File: config.mk
export PLATFORM = sky130hd
export DESIGN_NAME = alu_seq_acc
export DESIGN_NICKNAME = d
export VERILOG_FILES = /design/src/rtl/alu_seq_acc.sv
export SDC_FILE = /design/constraint.sdc
export NUM_CORES = 1
export LEC_CHECK = 0
export BUFFER_PORTS_ARGS = -buffer_cell sky130_fd_sc_hd__buf_2
export CAP_MARGIN = 20
export CELL_PAD_IN_SITES_DETAIL_PLACEMENT = 2
export CELL_PAD_IN_SITES_GLOBAL_PLACEMENT = 2
export CORE_MARGIN = 5
export CORE_UTILIZATION = 33
export DETAILED_ROUTE_END_ITERATION = 12
export PLACE_DENSITY = 0.82
export REMOVE_ABC_BUFFERS = 1
export SETUP_SLACK_MARGIN = 0.4
export SYNTH_ARGS = -nofsm -noshare
export SYNTH_HDL_FRONTEND = slang
export SYNTH_SLANG_ARGS = --single-unit
File: constraint.sdc
create_clock -name clock -period 3.84 [get_ports clock]
set_input_delay 0 -clock clock [delete_from_list [all_inputs] [get_ports clock]]
set_output_delay 0 -clock clock [all_outputs]
set_load 0.005 [all_outputs]
File: src/rtl/alu_seq_acc.sv
`default_nettype none
// +----------------------------------------------------------------------------+
// | Module      : alu_seq_acc                                                  |
// | Description : Registered ALU with 2W-bit result/accumulator register,      |
// |               start/ready/done handshake and a multi-cycle unsigned        |
// |               shift-add multiply. Optional seven-segment decode of the     |
// |               result when ALU_SEQ_HEX_EN is defined (adds hex_out).        |
// | Revision    : 1.0 - initial release                                        |
// +----------------------------------------------------------------------------+
module alu_seq_acc #(
  parameter int W = 4
) (
  input  logic             clock,
  input  logic             resetn,
  input  logic             start,
  input  logic [2:0]       op,
  input  logic [W-1:0]     a,
  input  logic [W-1:0]     b,
  input  logic             use_acc,
  output logic             ready,
  output logic             done,
  output logic [2*W-1:0]   result
`ifdef ALU_SEQ_HEX_EN
  ,
  output logic [7*(W/2)-1:0] hex_out
`endif
);

  localparam int RW = 2 * W;
  localparam int CW = (W > 2) ? $clog2(W) : 1;
  localparam logic [CW-1:0] C_CNT_LAST = CW'(W - 1);

  localparam logic [2:0] C_OP_INC  = 3'd0;
  localparam logic [2:0] C_OP_ADD  = 3'd1;
  localparam logic [2:0] C_OP_ADD2 = 3'd2;
  localparam logic [2:0] C_OP_BITS = 3'd3;
  localparam logic [2:0] C_OP_ANY  = 3'd4;
  localparam logic [2:0] C_OP_CAT  = 3'd5;
  localparam logic [2:0] C_OP_MUL  = 3'd6;

  typedef enum logic [0:0] {
    S_IDLE = 1'b0,
    S_MUL  = 1'b1
  } state_t;

  state_t          state_q, state_d;
  logic [RW-1:0]   result_q, result_d;
  logic            done_q, done_d;
  logic [CW-1:0]   cnt_q, cnt_d;
  logic [W-1:0]    a_q, a_d;
  logic [W-1:0]    b_q, b_d;
  logic [RW-1:0]   pp_q, pp_d;

  logic            w_accept;
  logic [W-1:0]    w_b_sel;
  logic [RW-1:0]   w_a_ext;
  logic [RW-1:0]   w_b_ext;
  logic [RW-1:0]   w_alu;
  logic [RW-1:0]   w_addend;

  assign ready    = (state_q == S_IDLE);
  assign done     = done_q;
  assign result   = result_q;

  assign w_accept = ready && start;
  // Accumulate mode feeds the low half of the current result back as B.
  assign w_b_sel  = use_acc ? result_q[W-1:0] : b;
  assign w_a_ext  = {{W{1'b0}}, a};
  assign w_b_ext  = {{W{1'b0}}, w_b_sel};
  // Shifted multiplicand for the current multiplier bit (zero if bit clear).
  assign w_addend = b_q[cnt_q] ? ({{W{1'b0}}, a_q} << cnt_q) : '0;

  // Single-cycle operation results; sums fit in 2W bits so no wrap occurs.
  always_comb begin
    w_alu = result_q;
    case (op)
      C_OP_INC:             w_alu = w_a_ext + RW'(1);
      C_OP_ADD, C_OP_ADD2:  w_alu = w_a_ext + w_b_ext;
      C_OP_BITS:            w_alu = {a | w_b_sel, a ^ w_b_sel};
      C_OP_ANY:             w_alu = {{(RW-1){1'b0}}, |{a, w_b_sel}};
      C_OP_CAT:             w_alu = {a, w_b_sel};
      default:              w_alu = result_q;
    endcase
  end

  // Next-state logic: accept in IDLE, one multiplier bit per cycle in MUL.
  always_comb begin
    state_d  = state_q;
    result_d = result_q;
    done_d   = 1'b0;
    cnt_d    = cnt_q;
    a_d      = a_q;
    b_d      = b_q;
    pp_d     = pp_q;
    case (state_q)
      S_IDLE: begin
        if (w_accept) begin
          if (op == C_OP_MUL) begin
            // Operands are captured so later result writes cannot disturb them.
            state_d = S_MUL;
            a_d     = a;
            b_d     = w_b_sel;
            pp_d    = '0;
            cnt_d   = '0;
          end else begin
            result_d = w_alu;
            done_d   = 1'b1;
          end
        end
      end
      S_MUL: begin
        pp_d  = pp_q + w_addend;
        cnt_d = cnt_q + CW'(1);
        if (cnt_q == C_CNT_LAST) begin
          state_d  = S_IDLE;
          result_d = pp_q + w_addend;
          done_d   = 1'b1;
          cnt_d    = '0;
        end
      end
      default: begin
        state_d = S_IDLE;
      end
    endcase
  end

  // State and datapath registers; reset aborts any multiply in flight.
  always_ff @(posedge clock or negedge resetn) begin
    if (!resetn) begin
      state_q  <= S_IDLE;
      result_q <= '0;
      done_q   <= 1'b0;
      cnt_q    <= '0;
      a_q      <= '0;
      b_q      <= '0;
      pp_q     <= '0;
    end else begin
      state_q  <= state_d;
      result_q <= result_d;
      done_q   <= done_d;
      cnt_q    <= cnt_d;
      a_q      <= a_d;
      b_q      <= b_d;
      pp_q     <= pp_d;
    end
  end

`ifdef ALU_SEQ_HEX_EN
  // Active-low 0-F font, segment a..g at bit 0..6.
  function automatic logic [6:0] seg7(input logic [3:0] v);
    logic [6:0] s;
    case (v)
      4'h0: s = 7'b1000000;
      4'h1: s = 7'b1111001;
      4'h2: s = 7'b0100100;
      4'h3: s = 7'b0110000;
      4'h4: s = 7'b0011001;
      4'h5: s = 7'b0010010;
      4'h6: s = 7'b0000010;
      4'h7: s = 7'b1111000;
      4'h8: s = 7'b0000000;
      4'h9: s = 7'b0010000;
      4'hA: s = 7'b0001000;
      4'hB: s = 7'b0000011;
      4'hC: s = 7'b1000110;
      4'hD: s = 7'b0100001;
      4'hE: s = 7'b0000110;
      default: s = 7'b0001110;
    endcase
    return s;
  endfunction

  for (genvar k = 0; k < W / 2; k++) begin : g_hex
    assign hex_out[7*k +: 7] = seg7(result_q[4*k +: 4]);
  end
`endif

endmodule
`default_nettype wire
== Word level (Yosys, flattened, before mapping) ==
Cells that the tools add are included.

* Bits of input ports: 15
* Latch bits: 0
* Flip-flop bits (word level): 28
* Memories: 0
* RAM bits: 0
* Memory bits (read-only): 0

* Equal/unequal tests: 12
* Add/sub/neg operators: 4
* Magnitude comparators: 1
* Multipliers: 0
* Div/mod/pow operators: 0
* Bitwise operators: 3
* Mux-type cells: 24
* Reduce and logical (&&, ||, !) cells: 7
* Shifts and indexed selects: 1

{| class="wikitable"
|+ Operators with widths
! operator !! count
|-
| $mux 8 || 6
|-
| $pmux 8 s5 || 1
|-
| $pmux 8 s2 || 2
|-
| $eq 3x3->1 const B || 3
|-
| $add 8x8->8 || 1
|-
| $reduce_or 8->1 || 1
|-
| $shl 4x2->8 || 1
|-
| $mux 1 || 7
|-
| $eq 3x2->1 const B || 2
|-
| $mux 2 || 3
|-
| $ne 2x1->1 const B || 3
|-
| $ne 6x1->1 const B || 1
|-
| $add 4x1->5 const B || 1
|-
| $add 4x4->5 || 1
|-
| $mux 4 || 1
|-
| $or 4x4->4 || 1
|-
| $pmux 1 s2 || 2
|-
| $pmux 2 s2 || 1
|-
| $reduce_and 4->1 || 1
|-
| $xor 4x4->4 || 1
|-
| $eq 3x1->1 const B || 1
|-
| $logic_not 3->1 || 1
|-
| $lt 2x3->1 const B || 1
|-
| $reduce_and 3->1 || 1
|-
| other kinds (8) || 8
|}

== Logic depth before layout (Yosys ltp) ==
* Word-level depth: 6
* Gate-level depth with buffers: 11

== Worst setup path before layout ==
OpenSTA, ideal clock, no wires.

* Path type: register -> register
* From: register cnt_q[1]
* To: register result_q[6], in the netlist result[6]
* Arrival: 2.427 ns
* Data required time: 3.774 ns
* Path buffers: 1
* Cell stages (with the launch flop): 11
* Library setup time: 0.066 ns
* Slack: 1.347 ns
* Cells stage by stage: dfrtp_1 clkbuf_1 mux2_2 nand2_1 o21ai_0 and2_1 ha_1 o21ai_0 or4_1 o41ai_2 o32a_1

* Longest elaborated chain between the ends: 6
* Elaborated cells between the ends (all ways): 10
* Classes of those cells: add/sub (1); eq/ne (2); shift (1); mux (5); reduce/logical (1)

{| class="wikitable"
|+ RTL lines
! item !! line !! text
|-
| from (decl) || 49 || <nowiki>logic [CW-1:0] cnt_q, cnt_d;</nowiki>
|-
| from (signal assigned) || 141 || <nowiki>cnt_q <= cnt_d;</nowiki>
|-
| $bmux 1 s2 || 71 || <nowiki>assign w_addend = b_q[cnt_q] ? ({{W{1'b0}}, a_q} << cnt_q) : '0;</nowiki>
|-
| $mux 1 (implied by the code) || 71 ||
|-
| $mux 8 || 71 ||
|-
| $add 8x8->8 || 116 || <nowiki>result_d = pp_q + w_addend;</nowiki>
|-
| $mux 8 || 114 || <nowiki>if (cnt_q == C_CNT_LAST) begin</nowiki>
|-
| $pmux 8 s2 || 95 || <nowiki>case (state_q)</nowiki>
|-
| to (signal assigned) || 139 || <nowiki>result_q <= result_d;</nowiki>
|-
| to (decl) || 47 || <nowiki>logic [RW-1:0] result_q, result_d;</nowiki>
|}

Several ways; a longest one is shown, not always the timed one. The select of a mux whose other input is x is not followed.
A chain may end at the register's enable or synchronous reset.

== Final worst setup path ==
* From: register cnt_q[0]
* To: register pp_q[7]

* Longest elaborated chain between the ends: 5
* Elaborated cells between the ends (all ways): 6
* Classes of those cells: add/sub (1); shift (1); mux (4)

{| class="wikitable"
|+ RTL lines
! item !! line !! text
|-
| $bmux 1 s2 || 71 ||
|-
| $mux 1 (implied by the code) || 71 ||
|-
| $mux 8 (*) || 71 ||
|-
| $add 8x8->8 (*) || 112 || <nowiki>pp_d = pp_q + w_addend;</nowiki>
|-
| $pmux 8 s2 (*) || 95 ||
|-
| to (signal assigned) || 144 || <nowiki>pp_q <= pp_d;</nowiki>
|-
| to (decl) || 52 || <nowiki>logic [RW-1:0] pp_q, pp_d;</nowiki>
|}

Mark *: on every way between the ends. The rest lies on a longest branch, timed or not. The select of a mux whose other input is x is not followed.

==> results by group <==
Outcome
  – Outcome: finished, final reports clean

STA
  – Final setup violating endpoints: 0
  – RSZ-0062 raised after global routing: no
  – Worst slew margin: approximately 40%
  – Fin Setup TNS: 0 ns
  – WHS: 0.0229 ns
  – Worst slew pin tran: around 0.88 ns
  – Fin. Hold Viols: 0
  – Highest clock rate: between 300 and 400 MHz
  – Max-slew violations: 0
  – Layout Skew: roughly 0.012 ns
  – Tcrit/Tclk final: 75.3%
  – Tmin final: between 2 and 3 ns

Placed design
  – Routability cong.: around 0.83
  – Placed cells: 320
  – Post-DP HPWL: approximately 5300 µm
  – Port Buf Inserts: 24

Setup path
  – R2R Path End: pp_q[7]
  – Critical-path cell list: mux4_2 > and2_1 > ha_1 > o21ai_0 > o211ai_1 > a21o_1 > a32o_1
  – Buffers and inverters on the worst path: 0
  – CP Capture Type: flip-flop
  – Peak per-stage delay on the critical path: between 0.6 and 0.7 ns
  – Cell family with most CP delay: compound AO/OA/AOI/OAI gates
  – R2r setup slk: 0.95 ns
  – Critical path depth in cells: 7
  – CP Class: flip-flop to flip-flop
  – R2R depth: 7
  – Slowest-stage cell, CP: dfrtp_1
  – RR Startpoint: cnt_q[0]
  – Last element of the critical path: pp_q[7]
  – Worst-path maximum fanout: 16
  – Crit path required time: 4.04 ns
  – Crit path DAT: just over 3 ns
  – Setup crit start: cnt_q[0]
  – Critical Path Start Type: flip-flop

Synth
  – Yosys warns: 0
  – Seq cells post-synth: 28
  – Library cells used by synthesis: 67
  – Syn Area/Cell: between 9 and 10 µm²
  – Mapped Cells: around 230
  – Netlist Area Pre-Place: 2120 µm²
  – Post-synth EDFFs: 0
  – Ys async rst share: 100%
  – Dominant synthesized flop cell: dfrtp_1
  – Sequential fraction of the synthesis area: between 30% and 40%

Clock tree
  – Total CTS buffers: 3
  – Setup Buffers After CTS: 0
  – H-Tree Depth: 1
  – Clock Sinks: 28
  – Max clock buf depth: 2
  – Root buffer cell: clkbuf_8
  – CTS clk-pin slew, worst paths: about 0.11 ns
  – CTS tree: done
  – Worst skew pair latency: ~0.30 ns

Cells and area
  – Fin cells: ~330
  – # diodes: 0
  – Multi-input gate area: 1330 µm²
  – Register area: 701 µm²
  – Nets: around 280
  – Most common cell after layout, fill and taps aside: dfrtp_1
  – Most frequent cells in the layout: 28 x dfrtp_1, 24 x buf_2, 21 x nand2_1, 16 x ha_1, 15 x nor2_1
  – Layout area overhead: 11.3%
  – Layout cells sized above 1: between 10% and 20%
  – # fillers: 734

Global routing
  – Initial antenna violation count: 0
  – Largest net degree at the start of global routing: 29
  – First-pass GRT wire length: ~11,000 µm
  – Total GRT Usage: about 16%
  – Vias in the first global route: slightly above 2k
  – Overflow left after global routing: 0

Power
  – Worst VDD drop: ~0.27 mV
  – Clk pwr share: between 10% and 20%
  – Sw frac: between 40% and 50%
  – Sw Pwr: around 820 µW
  – Gate power share: a little under three fifths
  – Leak pwr: 1.08 nW
  – Int Pwr: 953 µW
  – Seq pwr share: around a third
  – Total Power: between 1.5 and 2 mW
  – Cell Pwr Density: 753 nW/µm²

Die
  – Initial Util: ~34%
  – Die Y-Extent: around 90 µm
  – Die Wd: approximately 90 µm
  – FP Rows: 29
  – Core Box Area: 6310 µm²
  – Die area: approximately 8100 µm²
  – Ports: 25

Drt
  – Via density: approximately 5.8
  – DRC: 0
  – Post-route ant nets: 0
  – Number of DRC markers in iteration 0: 91
  – Routed wire length: roughly 6700 µm
  – Initial DRT Pass Iterations: 4
  – Vias: about 1.9k
  – Avg WL per Cell: ~20 µm

Min path
  – Worst min-delay path category: input pin to flip-flop
  – Hold Crit Start: a[1]

Run
  – Max_cap viols: 0
[sequential cells by signal (all words and copies together) (netlist names)]
signal and count:
state_q 1, pp_q 8, cnt_q 2, a_q 4, b_q 4, done 1, result 8
[how the worst min path moves through the flow]
stage,end,slack (ns),cells after the start
2_1_floorplan,a_q[0],-0.30,0
3_3_place_gp,a_q[2],0.07,1
3_5_place_dp,a_q[2],0.07,1
4_1_cts,result[2],0.01,3
5_1_grt,a_q[1],0.03,2
6_report,a_q[1],0.02,2
[cells by family after synthesis]
group           count (synthesis)  share of synthesized area, %
compound gates                 65                          22.4
simple gates                   81                          20.6
xor+xnor                        3                          1.24
fa+ha+maj                      18                          11.3
flops                          28                          33.1
mux                            13                          7.26
buf+inv                        20                          4.08
[what timing repair did]
item | CTS | global route
hold buffers | 1 | 0
gates resized for setup | 0 | 0
hold endpoints to repair | 28 | 0
endpoints found under the setup margin | 0 | 0
[metrics by stage]
step | worst slack, ns | instance area (µm²) | utilization, %
final | 0.949 | 2360 | 37.4
after detailed placement | 0.954 | 2290 | 36.3
after floorplan | 1.28 | 2070 | -
after CTS | 0.962 | 2360 | 37.4
after global routing | 0.814 | 2360 | 37.4
after global placement | 1.09 | 2290 | 36.3
[final cells by class]
type	count	share of cell area, %
Inverter	10	1.59
Multi-Input combinational cell	180	56.4
Tap cell	77	4.08
Sequential cell	28	29.7
Clock buffer	4	2.33
Timing Repair Buffer	26	5.84
[power groups by stage]
stage,clock network (mW),logic (mW),registers [mW]
after global routing,0.210,1.10,0.604
after CTS,0.199,1.00,0.581
after detailed placement,0,0.996,0.587
after floorplan,0,0.662,0.561
final,0.197,0.999,0.579
after global placement,0,0.947,0.576
[synthesized netlist by cell type (all sizes together) (2+ instances only)]
master	instances	area share, %
nand2	21	3.7
and2	4	1.2
clkbuf	3	0.53
a31o	3	1.2
nor3	5	1.4
a22o	2	0.83
xor2	2	0.83
mux2	6	3.2
a21oi	9	2.3
ha	16	9.5
a211oi	4	1.7
nand4	2	0.59
inv	10	1.8
mux2i	6	3.0
fa	2	1.9
o21bai	2	0.71
o311ai	2	0.83
o31ai	2	0.71
a21o	4	1.4
buf	7	1.8
a31oi	4	1.2
o21ai	12	2.8
nand3b	5	1.8
dfrtp	28	33
nand3	4	0.95
nor2b	2	0.59
or3	2	0.59
o22ai	3	0.89
nor2	15	2.7
o211ai	2	0.71
nand2b	10	3.0
o211a	2	0.95
[routing by layer]
metal | share of wire [%] | track usage (%) | wire [µm] | vias up
li1 | - | - | - | 894
met1 | 45 | 21.2 | 3020 | 963
met2 | 52 | 29.1 | 3450 | 32
met3 | 2.0 | 1.09 | 131 | 5
met4 | 1.3 | 4.84 | 89 | 0
met5 | 0 | 0 | 0 | -
Note: power is estimated with default switching activity, not from simulation.
